--- src/rtl/rca_multiword_sequencer.sv ---
// Multi-precision adder: one 8-bit ripple-carry adder reused across NLIMBS byte limbs, LSB limb first.
// Optional subtract mode is compiled in with `define RCA_SEQ_SUB_EN (adds the 'sub' input).
module rca_multiword_sequencer #(
    parameter int NLIMBS = 4
) (
    input  logic                clk,
    input  logic                rst,
    input  logic                in_valid,
    output logic                in_ready,
    input  logic [8*NLIMBS-1:0] a_in,
    input  logic [8*NLIMBS-1:0] b_in,
    input  logic                cin,
`ifdef RCA_SEQ_SUB_EN
    input  logic                sub,
`endif
    output logic                out_valid,
    input  logic                out_ready,
    output logic [8*NLIMBS-1:0] sum_out,
    output logic                cout,
    output logic                busy
);
    localparam int W     = 8 * NLIMBS;
    localparam int IDX_W = $clog2(NLIMBS);
    localparam logic [IDX_W-1:0] LAST_IDX = IDX_W'(NLIMBS - 1);

    typedef enum logic [1:0] {
        IDLE = 2'd0,
        RUN  = 2'd1,
        DONE = 2'd2
    } state_t;

    state_t           state_q;
    logic [W-1:0]     a_q;
    logic [W-1:0]     b_q;
    logic [W-1:0]     sum_q;
    logic [IDX_W-1:0] idx_q;
    logic             carry_q;
    logic             cout_q;
    logic             in_ready_q;
    logic             out_valid_q;
    logic             busy_q;

    logic [7:0]       a_limb;
    logic [7:0]       b_limb;
    logic [7:0]       limb_sum;
    logic             limb_cout;
    logic [W-1:0]     b_cap;
    logic             carry_cap;

`ifdef RCA_SEQ_SUB_EN
    // Subtract as A + ~B + 1; the inversion is applied once at capture time.
    assign b_cap     = sub ? ~b_in : b_in;
    assign carry_cap = sub ? 1'b1 : cin;
`else
    assign b_cap     = b_in;
    assign carry_cap = cin;
`endif

    always_comb begin
        a_limb = '0;
        b_limb = '0;
        for (int i = 0; i < NLIMBS; i++) begin
            if (idx_q == IDX_W'(i)) begin
                a_limb = a_q[8*i +: 8];
                b_limb = b_q[8*i +: 8];
            end
        end
    end

    ripple_carry_adder u_adder (
        .a_i    (a_limb),
        .b_i    (b_limb),
        .cin_i  (carry_q),
        .sum_o  (limb_sum),
        .cout_o (limb_cout)
    );

    always_ff @(posedge clk or posedge rst) begin
        if (rst) begin
            state_q     <= IDLE;
            a_q         <= '0;
            b_q         <= '0;
            sum_q       <= '0;
            idx_q       <= '0;
            carry_q     <= 1'b0;
            cout_q      <= 1'b0;
            in_ready_q  <= 1'b0;
            out_valid_q <= 1'b0;
            busy_q      <= 1'b0;
        end else begin
            case (state_q)
                IDLE: begin
                    if (in_valid && in_ready_q) begin
                        a_q        <= a_in;
                        b_q        <= b_cap;
                        carry_q    <= carry_cap;
                        idx_q      <= '0;
                        in_ready_q <= 1'b0;
                        busy_q     <= 1'b1;
                        state_q    <= RUN;
                    end else begin
                        in_ready_q <= 1'b1;
                    end
                end
                RUN: begin
                    for (int i = 0; i < NLIMBS; i++) begin
                        if (idx_q == IDX_W'(i)) begin
                            sum_q[8*i +: 8] <= limb_sum;
                        end
                    end
                    carry_q <= limb_cout;
                    if (idx_q == LAST_IDX) begin
                        cout_q      <= limb_cout;
                        idx_q       <= '0;
                        out_valid_q <= 1'b1;
                        state_q     <= DONE;
                    end else begin
                        idx_q <= idx_q + 1'b1;
                    end
                end
                DONE: begin
                    // Result stays on sum_out/cout after the handshake until the next limb-0 write.
                    if (out_ready) begin
                        out_valid_q <= 1'b0;
                        busy_q      <= 1'b0;
                        in_ready_q  <= 1'b1;
                        state_q     <= IDLE;
                    end
                end
                default: begin
                    state_q <= IDLE;
                end
            endcase
        end
    end

    assign in_ready  = in_ready_q;
    assign out_valid = out_valid_q;
    assign sum_out   = sum_q;
    assign cout      = cout_q;
    assign busy      = busy_q;

endmodule

// 8-bit ripple-carry adder shared by every limb of the sequencer.
module ripple_carry_adder (
    input  logic [7:0] a_i,
    input  logic [7:0] b_i,
    input  logic       cin_i,
    output logic [7:0] sum_o,
    output logic       cout_o
);
    logic [8:0] c;

    always_comb begin
        c     = '0;
        sum_o = '0;
        c[0]  = cin_i;
        for (int i = 0; i < 8; i++) begin
            sum_o[i] = a_i[i] ^ b_i[i] ^ c[i];
            c[i+1]   = (a_i[i] & b_i[i]) | (c[i] & (a_i[i] ^ b_i[i]));
        end
        cout_o = c[8];
    end

endmodule

--- config.mk ---
export PLATFORM = sky130hd
export DESIGN_NAME = rca_multiword_sequencer
export DESIGN_NICKNAME = d
export VERILOG_FILES = /design/src/rtl/rca_multiword_sequencer.sv
export SDC_FILE = /design/constraint.sdc
export NUM_CORES = 1
export LEC_CHECK = 0
export CAP_MARGIN = 25
export CORE_MARGIN = 3
export CORE_UTILIZATION = 30
export CTS_CLUSTER_SIZE = 14
export DETAILED_ROUTE_END_ITERATION = 10
export SETUP_SLACK_MARGIN = 0.1
export SYNTH_ARGS = -nofsm -noshare
export SYNTH_HDL_FRONTEND = slang
export SYNTH_SLANG_ARGS = --single-unit
--- constraint.sdc ---
create_clock -name clk -period 7.5 [get_ports clk]
set_input_delay 1.125 -clock clk [delete_from_list [all_inputs] [get_ports clk]]
set_output_delay 1.125 -clock clk [all_outputs]
set_load 0.05 [all_outputs]
Word-level counts from Yosys, hierarchy flattened --
Index checks and enable logic that the tools add are counted.
Storage, ports and cells: output and inout bits 36, bits in registers 105
Operators by class: add/sub/neg operators 1, bitwise operators 40, mux-type cells 25, reduce and logical (&&, ||, !) cells 16, eq/ne operators 8
Operators with widths (number):
- $mux 8 | 8
- $and 1x1->1 | 16
- $xor 1x1->1 | 16
- $reduce_and 2->1 | 7
- $mux 2 | 5
- $reduce_and 3->1 | 3
- $or 1x1->1 | 8
- $pmux 1 s2 | 4
- $eq 2x2->1 const B | 3
- $mux 1 | 6
- $ne 2x2->1 const B | 3
- $pmux 2 s3 | 1
- $reduce_bool 2->1 | 3
- $eq 2x1->1 const B | 2
- $logic_not 2->1 | 2
- $pmux 2 s2 | 1
- $add 2x1->2 const B | 1
- $logic_and 1x1->1 | 1

Logic depth before layout (Yosys ltp) --
depth in word-level cells 23, mapped depth 18

Hierarchy --
A second synthesis with hierarchy kept.
Second synthesis, totals: cells, all modules 484, area total of the unflattened synthesis 4957.3 um^2
Modules (own cells, without submodules):
- rca_multiword_sequencer | times used 1, area each 4759.6 um^2, cells each 466
- ripple_carry_adder | times used 1, area each 197.7 um^2, cells each 18

Worst setup path after synthesis --
No wires, ideal clock.
path type register to register, start register idx_q[0], end register sum_q[31] (netlist: sum_out[31]), slack 3072 ps, stages on the path, launching flop included 19, arrival time 4303 ps, path buffers 1, clock period less this slack 4428 ps, data required time 7375 ps, setup time 125 ps, cell sequence dfrtp_1 inv_1 ha_1 nor2b_2 buf_6 a221o_1 a22oi_1 fa_1 inv_1 fa_1 fa_1 inv_1 fa_1 fa_1 fa_1 fa_1 inv_1 fa_1 mux2_2
Between the ends: cells in the longest elaborated chain, start to end 21, elaborated cells between the ends (all ways) 43, those cells by class eq/ne: 3; mux: 8; bitwise: 30; reduce/logical: 2
RTL lines:
- from (decl) | line 36 | logic [IDX_W-1:0] idx_q;
- from (signal assigned) | line 118 | idx_q <= idx_q + 1'b1;
- $logic_not 2->1 | line 63 | if (idx_q == IDX_W'(i)) begin
- $mux 8 (4 in series) | line 63
- $xor 1x1->1 | line 161 | c[i+1] = (a_i[i] & b_i[i]) | (c[i] & (a_i[i] ^ b_i[i]));
- $and 1x1->1 | line 161
- $or 1x1->1 | line 161
- $and 1x1->1 | line 161
- $or 1x1->1 | line 161
- $and 1x1->1 | line 161
- (+3 left out)
- $and 1x1->1 | line 161
- $or 1x1->1 | line 161
- $and 1x1->1 | line 161
- $or 1x1->1 | line 161
- $and 1x1->1 | line 161
- $or 1x1->1 | line 161
- $xor 1x1->1 * | line 160 | sum_o[i] = a_i[i] ^ b_i[i] ^ c[i];
- net limb_sum[7] | line 45 | logic [7:0] limb_sum;
- to (signal, indexed assignment) | line 108 | sum_q[8*i +: 8] <= limb_sum;
- to (decl) | line 35 | logic [W-1:0] sum_q;
Mark *: on every way through the listed nets, which the timed path passes. The rest lies on a longest branch. A chain may end at the register's enable or synchronous reset.

Worst setup path after layout --
start register idx_q[1], end register sum_q[31] (netlist: sum_out[31])
The elaborated chain is that of the path after synthesis.

==> out/results.tsv <==
metric	value	unit
leakagePower	2.82	nW
dpl.hpwl	9140	um
cts_sinks	105	
setup_viol_count_final	0	
worstSetupStartpointType	register	
critPathLaunch	idx_q[1]	
drt_iter0_drc	269	
wirelength	11900	um
avgRoutedWirePerCell	15.5	um
overflow	0	
rows	44	
viasPerCell	4.77	
slew_headroom	30.5	%
path_clk_slew	0.07	ns
p_sw_share	44.8	%
setup_tns	0	ns
yosysTopAreaCellShare	56.5	%
finalNetCount	656	
r2r_start	idx_q[1]	
post-route-min-period	5.10	ns
cts.path.max_buffers	2	
die_w	130	um
rsz0062_at_grt	no	
worstMarginPinSlew	1.04	ns
yosysSeqAreaShare	56.5	%
clock_skew	0.0110	ns
first_pass_iters	4	
layout_commonest_cell	nand2_1	
critPathArrivalTime	5.33	ns
async_flop_share	100	%
power.density	508	nW/um2
power_frac_comb	52.3	%
grt_antenna_before_repair	0	
globalplace.congestion	0.803	
drv_cap	0	
htreeDepth	3	
slew_violations	0	
fin_crit_sh	68.0	%
synth_edf_count	0	
first_global_vias	3639	
cts_buffers	9	
status	complete, no violations	
syn_inst	487	
total_power	3.10	mW
drc	0	
io_pins	105	
io_buffers	104	
avgSynthCellArea	9.54	um2
yosysUniqueCellTypes	28	
post-cts-setup-buffer-count	0	
clkPwrFrac	15.4	%
start_util	31.3	%
max_freq	196	MHz
yosys_warnings	0	
r2r_cells	17	
dieArea	17000	um2
grt_first_pass_wirelength	18900	um
cts_tree	built	
cp-end-kind	register	
area_growth	31.3	%
ys_ff_latch	105	
grt.total_usage	14.4	%
holdPathStages	2	
crit_fanout	22	
critPathKind	register to register	
hold_viol_final	0	
insertion_delay	0.34	ns
drive_above_1_share	6.21	%
peakVddDrop	216	uV
die-height	130	um
pwr-share-seq	32.4	%
drtAntennaViolNets	0	
core_area	14900	um2
internal_power	1.71	mW
post_cts_resized	0	
yosys-top-cells-area	dfrtp_1 (57%), nand2_1 (16%), o21ai_0 (4.1%)	
root_buffer	clkbuf_16	
p_sw	1.39	mW
cts_hold_buf	0	
synth_top_area_cell	dfrtp_1	
required	7.73	ns
synth_flop_cell	dfrtp_1	
mostFrequentLayoutCells	nand2_1 (199), dfrtp_1 (105), clkdlybuf4s50_1 (104)	
hold_class	register to register	
n_antenna_cell	0	
syn_area	4650	um2
vias	3644	
min_from	a_q[31]	
syn_nets	568	
grt_max_degree	57	
flip-flops by register name, summed over array words and instances, names as in the netlist:
signal,flops
out_valid,1
cout,1
a_q,32
busy,1
b_q,32
sum_out,32
carry_q,1
in_ready,1
idx_q,2
state_q,2
stage by stage:
stage          instance area (um2)  worst slack (ns)  util (%)  hold slack, ns  instances
2_1_floorplan                 4650              3.07         -           0.446        487
3_3_place_gp                  5800              2.58      39.0           0.466        748
3_5_place_dp                  5800              2.44      39.0           0.466        748
4_1_cts                       6100              2.42      41.0           0.483        764
5_1_grt                       6100              2.07      41.0           0.508        764
6_report                      6100              2.40      41.0           0.484        764
metal layers:
metal	share of wire, %	vias up	global-route usage [%]
met5	0	-	0
met4	2.3	0	5.81
met3	5.8	19	2.56
met2	44	118	21.4
met1	48	1741	20.9
li1	-	1766	-
power groups by stage:
| stage | clock network (mW) | logic (mW) | registers (mW) |
|---|---|---|---|
| after floorplan | 0 | 0.858 | 1.25 |
| after global placement | 0 | 1.57 | 1.01 |
| after detailed placement | 0 | 1.63 | 1.02 |
| after CTS | 0.486 | 1.64 | 1.01 |
| after global routing | 0.509 | 1.78 | 1.04 |
| final | 0.477 | 1.62 | 1.00 |
critical path: stages, from the launching register on:
cell     delay [ns]
dfrtp_1        0.37
inv_1          0.08
ha_1           0.44
nor2b_2        0.50
a221o_1        0.23
a22oi_1        0.09
fa_1           0.40
inv_1          0.07
fa_1           0.18
fa_1           0.17
inv_1          0.05
fa_1           0.38
fa_1           0.40
fa_1           0.41
fa_1           0.38
inv_1          0.09
fa_1           0.46
mux2_2         0.29
kinds of logic (layout without fill, tap and decap cells):
family / Yosys count / in the layout / share of synthesized area (%)
buffers and inverters: 52 / 145 / 5.14
adders and majority gates: 12 / 12 / 4.52
muxes: 13 / 13 / 3.15
AOI/OAI and AO/OA: 90 / 90 / 12.1
and+or+nand+nor: 215 / 215 / 18.5
DFF: 105 / 105 / 56.5
Yosys cell counts (5+ instances only):
cell and number:
nand2_1 199, dfrtp_1 105, o21ai_0 38, inv_1 21, a21oi_1 19, clkbuf_1 14, mux2_2 13, a22oi_1 10
buf_2 10, a221o_1 9, fa_1 8, o31ai_1 7, nor2b_1 5
layout make-up:
type                       instances  area [um2]
multi-input combinational        330        1790
tap                              184         230
fill                            1456        8760
inverter                          21        81.3
clock buffer                      12         256
clock inverter                     4        48.8
sequential                       105        2630
timing repair buffer             108        1070
final timing paths:
path / slack, ns / end
worst max-delay path: 2.40 / sum_out[31]
worst min-delay path: 0.48 / a_q[31]
worst max register to register: 2.40 / sum_out[31]
worst min register to register: 0.48 / a_q[31]
max in group asynchronous: 5.16 / b_q[26]
min in group asynchronous: 1.21 / sum_out[4]
Power figures use the tool's default switching activity.
